--- config.mk ---
export PLATFORM = sky130hd
export DESIGN_NAME = tap_controller
export DESIGN_NICKNAME = d
export VERILOG_FILES = /design/src/rtl/jtag_pkg.sv /design/src/rtl/tap_controller.sv
export SDC_FILE = /design/constraint.sdc
export NUM_CORES = 1
export LEC_CHECK = 0
export CORE_AREA = 2 2 39 41
export CTS_CLUSTER_SIZE = 8
export DETAILED_ROUTE_END_ITERATION = 8
export DIE_AREA = 0 0 41 43
export PLACE_DENSITY_LB_ADDON = 0.15
export SYNTH_ARGS = -nofsm -noshare
export SYNTH_HDL_FRONTEND = slang
export SYNTH_SLANG_ARGS = --single-unit
--- constraint.sdc ---
create_clock -name TCK -period 3.2 [get_ports TCK]
set_input_delay 0.8 -clock TCK [delete_from_list [all_inputs] [get_ports TCK]]
set_output_delay 0.8 -clock TCK [all_outputs]
set_load 0.1 [all_outputs]
--- src/rtl/jtag_pkg.sv ---
// jtag_pkg
//   Shared JTAG definitions: the 16 IEEE 1149.1 TAP state codes and a small
//   helper that classifies states as belonging to the IR column. Imported by
//   the TAP controller and by the IR/DR register logic downstream.
package jtag_pkg;

    localparam int TAP_STATE_W = 4;

    // Standard IEEE 1149.1 state encoding. Downstream logic may compare
    // against these codes directly, so the values must not change.
    typedef enum logic [TAP_STATE_W-1:0] {
        TLR    = 4'hF,
        RTI    = 4'hC,
        SEL_DR = 4'h7,
        CAP_DR = 4'h6,
        SH_DR  = 4'h2,
        EX1_DR = 4'h1,
        PAU_DR = 4'h3,
        EX2_DR = 4'h0,
        UPD_DR = 4'h5,
        SEL_IR = 4'h4,
        CAP_IR = 4'hE,
        SH_IR  = 4'hA,
        EX1_IR = 4'h9,
        PAU_IR = 4'hB,
        EX2_IR = 4'h8,
        UPD_IR = 4'hD
    } tap_state_t;

    // True for every state in the IR column, SEL_IR included.
    function automatic logic is_ir_state(input tap_state_t s);
        logic ir;
        ir = 1'b0;
        case (s)
            SEL_IR, CAP_IR, SH_IR, EX1_IR,
            PAU_IR, EX2_IR, UPD_IR: ir = 1'b1;
            default:                ir = 1'b0;
        endcase
        return ir;
    endfunction

endpackage

--- src/rtl/tap_controller.sv ---
// tap_controller
//   IEEE 1149.1 TAP controller. A 16-state FSM stepped by TMS on every rising
//   TCK edge; all outputs are a Moore decode of the state register.
// Ports
//   TCK        in   sole clock, state changes on the rising edge
//   TRST       in   synchronous active-high reset, overrides TMS
//   TMS        in   test mode select, sampled on rising TCK
//   state      out  current 4-bit TAP state code
//   tlr        out  TEST_LOGIC_RESET
//   run_idle   out  RUN_TEST_IDLE
//   capture_dr out  CAPTURE_DR
//   shift_dr   out  SHIFT_DR
//   update_dr  out  UPDATE_DR
//   capture_ir out  CAPTURE_IR
//   shift_ir   out  SHIFT_IR
//   update_ir  out  UPDATE_IR
//   select_ir  out  any IR-column state; steers TDO to the IR path
//   tdo_en     out  SHIFT_DR or SHIFT_IR
module tap_controller
    import jtag_pkg::*;
(
    input  logic                   TCK,
    input  logic                   TRST,
    input  logic                   TMS,
    output logic [TAP_STATE_W-1:0] state,
    output logic                   tlr,
    output logic                   run_idle,
    output logic                   capture_dr,
    output logic                   shift_dr,
    output logic                   update_dr,
    output logic                   capture_ir,
    output logic                   shift_ir,
    output logic                   update_ir,
    output logic                   select_ir,
    output logic                   tdo_en
);

    tap_state_t state_reg;
    tap_state_t state_next;

    // State register. TRST wins over TMS, so a reset mid-scan lands in TLR
    // without passing through any UPDATE state.
    always_ff @(posedge TCK) begin
        if (TRST) begin
            state_reg <= TLR;
        end else begin
            state_reg <= state_next;
        end
    end

    // Next-state logic. The DR and IR columns have identical shapes.
    always_comb begin
        state_next = TLR;
        case (state_reg)
            TLR:    state_next = TMS ? TLR    : RTI;
            RTI:    state_next = TMS ? SEL_DR : RTI;
            SEL_DR: state_next = TMS ? SEL_IR : CAP_DR;
            CAP_DR: state_next = TMS ? EX1_DR : SH_DR;
            SH_DR:  state_next = TMS ? EX1_DR : SH_DR;
            EX1_DR: state_next = TMS ? UPD_DR : PAU_DR;
            PAU_DR: state_next = TMS ? EX2_DR : PAU_DR;
            EX2_DR: state_next = TMS ? UPD_DR : SH_DR;
            UPD_DR: state_next = TMS ? SEL_DR : RTI;
            SEL_IR: state_next = TMS ? TLR    : CAP_IR;
            CAP_IR: state_next = TMS ? EX1_IR : SH_IR;
            SH_IR:  state_next = TMS ? EX1_IR : SH_IR;
            EX1_IR: state_next = TMS ? UPD_IR : PAU_IR;
            PAU_IR: state_next = TMS ? EX2_IR : PAU_IR;
            EX2_IR: state_next = TMS ? UPD_IR : SH_IR;
            UPD_IR: state_next = TMS ? SEL_DR : RTI;
            // An unknown or corrupted state recovers to TLR.
            default: state_next = TLR;
        endcase
    end

    // Moore output decode; no registering, so strobes may glitch between
    // state codes.
    always_comb begin
        state      = state_reg;
        tlr        = (state_reg == TLR);
        run_idle   = (state_reg == RTI);
        capture_dr = (state_reg == CAP_DR);
        shift_dr   = (state_reg == SH_DR);
        update_dr  = (state_reg == UPD_DR);
        capture_ir = (state_reg == CAP_IR);
        shift_ir   = (state_reg == SH_IR);
        update_ir  = (state_reg == UPD_IR);
        select_ir  = is_ir_state(state_reg);
        tdo_en     = (state_reg == SH_DR) || (state_reg == SH_IR);
    end

endmodule

Word-level counts from Yosys, hierarchy flattened. Index checks and enable logic that the tools add are counted.

Divide/modulo/power cells: 0. Eq/ne operators: 15. Order comparisons: 0. Mux-type cells: 14. Reduce and logical (&&, ||, !) cells: 6. Bitwise operators: 0. Multiply operators: 0. Add/sub/neg operators: 0. Shift operators: 0.

Operator list (count): $pmux 4 s12 (1); $eq 4x4->1 const B (8); $eq 4x3->1 const B (4); $mux 2 (6); $mux 3 (4); $eq 4x2->1 const B (2); $reduce_or 7->1 (1); $eq 4x1->1 const B (1); $logic_not 4->1 (1); $mux 4 (1); $reduce_or 2->1 (2); $reduce_or 3->1 (1); $mux 1 (2); $logic_or 1x1->1 (1).

Memories kept: 0. Bits in registers: 4. ROM bits: 0. Latch bits: 0. Input port bits: 3. RAM bits: 0. Word-level logic and storage cells: 36.

Longest topological paths before layout. Gate-level depths: netlist of the first run.

Depth in word-level cells: 3. Gate-level depth with buffers: 4.

Worst setup path after synthesis of the first run. No wires, ideal clock.

Path kind: register to output. Start point: register state_reg[1], in the netlist state[1]. End point: output port shift_ir. Arrival time: 3.530 ns. Cell stages (with the launch flop): 5. Setup slack: -1.130 ns. Cells stage by stage: dfxtp_1 buf_4 nand2b_1 nor2_1 and2_1.

Word-level cells in the longest chain between the ends: 1.

Ends and longest elaborated chain: start, declared (RTL line tap_controller.sv:38) `tap_state_t state_reg;`; start signal, assigned (RTL line tap_controller.sv:47) `state_reg <= state_next;`; $eq 4x4->1 (RTL line tap_controller.sv:86) `shift_ir = (state_reg == SH_IR);`; end, declared (RTL line tap_controller.sv:32) `output logic shift_ir,`.

No other way between the ends.

Worst setup path in the final report of the first run.
Start point: register state_reg[2], in the netlist state[2]. End point: output port select_ir.

Word-level cells in the longest chain between the ends: 3.

Ends and longest elaborated chain: $eq 4x4->1 / $eq 4x3->1 (equally long branches) (RTL line jtag_pkg.sv:34) `case (s)`; $reduce_or 7->1 * (RTL line jtag_pkg.sv:34); $mux 1 * (RTL line jtag_pkg.sv:34); end, declared (RTL line tap_controller.sv:34) `output logic select_ir,`.

Every way passes the cells marked *; elsewhere a longest branch is shown, timed or not.

==> flow_summary.ini, run 1 <==
[layout]
drive_above_1_share_pct = 48.28
instances_no_fill = 74
fillCellCount = 155
final_common_cell = buf_4
layout_common_cells = buf_4, nor2_1, nor2_2, nand2_1, dfxtp_1
diodes = 0
layout.nets = 63
final_core_util_pct = 35.53
area_growth_pct = 47.19
largest_register_ffs = 4

[sta]
fin_crit_sh_pct = 75.31
fin_ws_ns = 0.7901
finalSetupViolCount = 0
final.min_clock_period_ns = 2.410
fin_hold_ws_ns = 0.6724
drv_slew = 0
rsz0062_at_grt = false
max_freq_mhz = 415.0
hold_viol = 0
worstMarginPinSlew_ns = 0.5353
slew_headroom_pct = 64.27
fin_skew_ns = 0.0009013

[global_route]
grt_max_degree = 14
grt_overflow = 0
grtUsageTotal_pct = 9.027
antenna_found_initial = 0
first_global_vias = 254
grt_pass1_wl_mm = 1.076

[pwr]
p_sw_share_pct = 58.39
p_leak_nw = 0.2275
p_comb_share_pct = 61.3
p_sw_mw = 0.2097
power_density_mw_per_mm2 = 730.4
ir_drop_uv = 235.6
p_clk_share_pct = 16.9
pwr-share-seq_pct = 21.8
power.internal_mw = 0.1495

[yosys]
yosysTopAreaCell = dfxtp_1
syn_area_per_cell_um2 = 7.769
synth_seq_cells = 4
yosys.area_share.simple_pct = 46.44
synthAdderAreaFrac_pct = 0
synth.area.top_cells = dfxtp_1, nor2_1, buf_6
yosysWarnings = 0
synth_xor_xnor_area_share_pct = 0
synth_fp_nets = 46
synth_compound_area_share_pct = 14.23
netlist_area_um2 = 334.1
synth_top_family_by_area = simple AND/OR/NAND/NOR gates
ys_types = 23
yosys-mux-area-fraction_pct = 2.996
synth_top_area_share_pct = 23.97
syn_inst = 43
yosysSeqAreaShare_pct = 23.97

[min_path]
min_to = state[0]$_SDFF_PP1_
min_path_cells = 2
hold_start = state[1]$_SDFF_PP1_
hp-class = reg2reg

[cts]
cts_buffer_depth = 2
htree_levels = 1
clkTransAtPathRegs_ns = 0.04
numCtsBuffers = 3
cts_resized = 0
clock-sinks = 4
clockRootBuffer = clkbuf_4
ctsHoldBuffers = 0
cts_tree = built
insertion_delay_ns = 0.23
post-cts-setup-buffers = 0

[die]
core-area_mm2 = 0.001384
die_h_um = 43
io_pins = 17
dieArea_mm2 = 0.001763
rows = 14
initial_utilization_pct = 24.14
die_width_um = 41

[drt]
wl_per_cell_um = 9.689
drtAntennaViolNets = 0
drt-vias-per-instance = 4.432
firstDrtPassIters = 4
drc = 0
drt_iter0_markers = 3
routed_wl_um = 717
dr_total_vias = 328

[critical_path]
reg2reg_to = state[0]$_SDFF_PP1_
criticalPathCategory = reg2out
required_ns = 2.40
worstReg2RegStart = state[2]$_SDFF_PP1_
cp_max_fo = 10
r2r_cells = 2
crit_arrival_ns = 1.61
crit_path_end_kind = primary output
cp-start-kind = flop
reg2reg_slack_ns = 1.96

[placement]
portBuffers = 16
place.gp.congestion = 0.6094
place_ws_ns = 1.015
dp.cells = 71
hpwl_um = 524.8

[run]
maxCapViolations = 0

[status]
status = finished, final reports clean
==> synthesized netlist by cell type (all sizes together) <==
| cell type | instances |
|---|---|
| nand2b | 4 |
| buf | 4 |
| and2 | 1 |
| nor2 | 9 |
| dfxtp | 4 |
| or2 | 1 |
| nor3 | 2 |
| and2b | 1 |
| nand3 | 2 |
| inv | 1 |
| nand2 | 5 |
| a21oi | 1 |
| o21ai | 2 |
| a31oi | 1 |
| o2bb2ai | 1 |
| o21a | 1 |
| a221o | 1 |
| mux2i | 1 |
| and4 | 1 |
==> area by class of cell <==
| class | count | area, um^2 | share of cell area, % |
|---|---|---|---|
| clock buffers | 3 | 22.52 | 4.580 |
| inverters | 1 | 3.754 | 0.7634 |
| multi-input cells | 34 | 240.2 | 48.85 |
| flip-flops and latches | 4 | 80.08 | 16.28 |
| well taps | 16 | 20.02 | 4.071 |
| repair buffers | 16 | 125.1 | 25.45 |
==> power by group through the flow <==
stage	combinational, mW	sequential [mW]	clock, mW
floorplan	0.166	0.105	0
finish	0.220	0.0783	0.0608
global route	0.229	0.0809	0.0719
CTS	0.222	0.0786	0.0640
global placement	0.222	0.0801	0
detailed placement	0.221	0.0794	0
==> worst max-delay path: stages, from the launching register on <==
cell,delay (ns)
dfxtp_1,0.65
nand2b_4,0.10
o21a_1,0.19
o2bb2ai_2,0.14
buf_4,0.30
==> per-stage QoR <==
step / TNS, ns / power (mW) / area [um^2]
4_1_cts: 0 / 0.3641 / 491.7
3_5_place_dp: 0 / 0.3006 / 469.2
3_3_place_gp: 0 / 0.3020 / 469.2
6_report: 0 / 0.3592 / 491.7
5_1_grt: 0 / 0.3813 / 491.7
2_1_floorplan: -1.069 / 0.2708 / 361.6
==> how the worst max path moves through the flow <==
stage | startpoint | endpoint | slack (ns) | cells past startpoint
final | state[2]$_SDFF_PP1_ | select_ir | 0.79 | 4
after global routing | state[2]$_SDFF_PP1_ | select_ir | 0.68 | 4
after CTS | state[2]$_SDFF_PP1_ | select_ir | 0.77 | 4
after detailed placement | state[2]$_SDFF_PP1_ | select_ir | 1.02 | 4
after global placement | state[2]$_SDFF_PP1_ | select_ir | 1.00 | 4
after floorplan | state[1]$_SDFF_PP1_ | shift_ir | -0.41 | 4
==> routing by layer <==
layer	GRT usage, %	wire [um]	vias to the layer above
met2	11.56	305	11
met1	12.18	350	143
met3	3.141	61	0
met5	0	0	-
met4	6.000	0	0
li1	-	-	174
==> logic make-up after synthesis <==
kind of cell | Yosys count
and+or+nand+nor | 26
AOI/OAI and AO/OA | 7
DFF | 4
muxes | 1
buffers and inverters | 5
Power figures use the tool's default switching activity.
==> run 2, diff against run 1 <==
- clock period: 3.2 -> 2.4 ns (I/O delays scaled with it)
==> flow_summary.ini, run 2 (synthesis gave the netlist of run 1 again) <==
[layout]
largest_register_ffs = 4
final_core_util_pct = 50.00
layout.nets = 63
ff_latch_area_um2 = 87.58
diodes = 0
final_common_cell = buf_12
multiInputGateArea_um2 = 304.0
area_growth_pct = 107.1
layout_common_cells = buf_12, nor2_4, nand2_1, buf_4
fillCellCount = 121
drive_above_1_share_pct = 59.32

[die]
initial_utilization_pct = 24.14
core-area_mm2 = 0.001384
die_width_um = 41
io_pins = 17
dieArea_mm2 = 0.001763
die_h_um = 43
rows = 14

[cts]
clockRootBuffer = clkbuf_4
cts_resized = 0
numCtsBuffers = 3
insertion_delay_ns = 0.24
ctsHoldBuffers = 0
cts_tree = built
post-cts-setup-buffers = 0
clkTransAtPathRegs_ns = 0.04
htree_levels = 1
clock-sinks = 4
cts_buffer_depth = 2

[global_route]
grt_overflow = 0
grt_pass1_wl_mm = 1.366
first_global_vias = 313
grt_max_degree = 14
grtUsageTotal_pct = 11.68
antenna_found_initial = 0

[sta]
rsz0062_at_grt = false
finalSetupViolCount = 0
max_freq_mhz = 480.4
fin_crit_sh_pct = 86.74
fin_skew_ns = 0.006039
fin_hold_ws_ns = 0.6250
final.min_clock_period_ns = 2.082
slew_headroom_pct = 77.47
drv_slew = 0
hold_viol = 0
worstMarginPinSlew_ns = 0.3379

[drt]
drt_iter0_markers = 1
firstDrtPassIters = 2
dr.max_layer_used = met3
wl_met1_um = 362
drc = 0
dr_total_vias = 338
wl_met3_um = 37
drt-vias-per-instance = 4.507
dr_wl_met2_um = 381
routed_wl_um = 781
wl_per_cell_um = 10.41
drtAntennaViolNets = 0

[placement]
hpwl_um = 614.3
portBuffers = 16
place.gp.congestion = 0.6579

[min_path]
hp-class = reg2reg
min_path_cells = 2
hold_start = state[1]$_SDFF_PP1_
min_to = state[0]$_SDFF_PP1_

[critical_path]
required_ns = 1.80
cp-start-kind = flop
reg2reg_to = state[0]$_SDFF_PP1_
crit_arrival_ns = 1.48
worstReg2RegStart = state[2]$_SDFF_PP1_
criticalPathCategory = reg2out
reg2reg_slack_ns = 1.30
r2r_cells = 3
cp_max_fo = 13
crit_path_end_kind = primary output

[run]
maxCapViolations = 0

[pwr]
p_leak_nw = 0.2804
power_density_mw_per_mm2 = 832.3
ir_drop_uv = 338.6
p_total_mw = 0.5759

[status]
status = finished, final reports clean
-- run 2: cell types whose count changed in the layout (fill, tap and decap cells not counted), moves of 2 or more --
cell / delta
nor2_2: -4
nor2_1: -2
nor3_2: -2
buf_12: +10
buf_4: -10
dfxtp_2: +3
nor3_4: +2
nor2_4: +6
dfxtp_1: -4
-- run 2: area by class of cell --
class,count,share of cell area (%)
Multi-Input combinational cell,34,43.94
Timing Repair Buffer,16,36.17
Sequential cell,4,12.66
Clock buffer,4,3.797
Tap cell,16,2.893
Inverter,1,0.5425
-- run 2: critical path: stages (launching register included) --
cell and delay, ns:
dfxtp_2 0.47, nand2b_2 0.32, nand2_1 0.13, o2bb2ai_4 0.15, buf_12 0.16
-- run 2: power by group --
part	total (mW)	leakage, nW	internal, mW	switching [mW]
logic	0.370	0.233	0.121	0.249
registers	0.113	0.0324	0.0774	0.0356
clock network	0.0929	0.0150	0.0626	0.0303
-- run 2: routing by layer --
metal	up-vias	GRT usage, %
met5	-	0
met4	0	10.00
met3	0	3.141
met2	13	16.56
met1	147	13.64
li1	178	-
-- run 2: worst max path at each step --
stage	slack, ns	startpoint	endpoint
after floorplan	-0.1	state[1]$_SDFF_PP1_	shift_ir
after global placement	0.56	state[0]$_SDFF_PP1_	select_ir
after detailed placement	0.56	state[0]$_SDFF_PP1_	select_ir
after CTS	0.30	state[0]$_SDFF_PP1_	select_ir
after global routing	0.24	state[0]$_SDFF_PP1_	select_ir
final	0.32	state[0]$_SDFF_PP1_	select_ir
-- run 2: metrics by stage --
stage | std cells | area [um^2] | setup TNS, ns | worst slack [ns]
finish | 75 | 691.9 | 0 | 0.3182
global route | 75 | 691.9 | 0 | 0.2351
CTS | 75 | 691.9 | 0 | 0.2993
detailed placement | 71 | 665.6 | 0 | 0.5593
global placement | 71 | 665.6 | 0 | 0.5609
floorplan | 43 | 432.9 | -0.09743 | -0.09743
==> run 3, diff against run 2 <==
- CTS_CLUSTER_SIZE: 8 -> 10
- GPL_ROUTABILITY_DRIVEN: not set -> 1
==> results of run 3 <==
No change in the layout: final DEF, timing and power equal those of run 2.
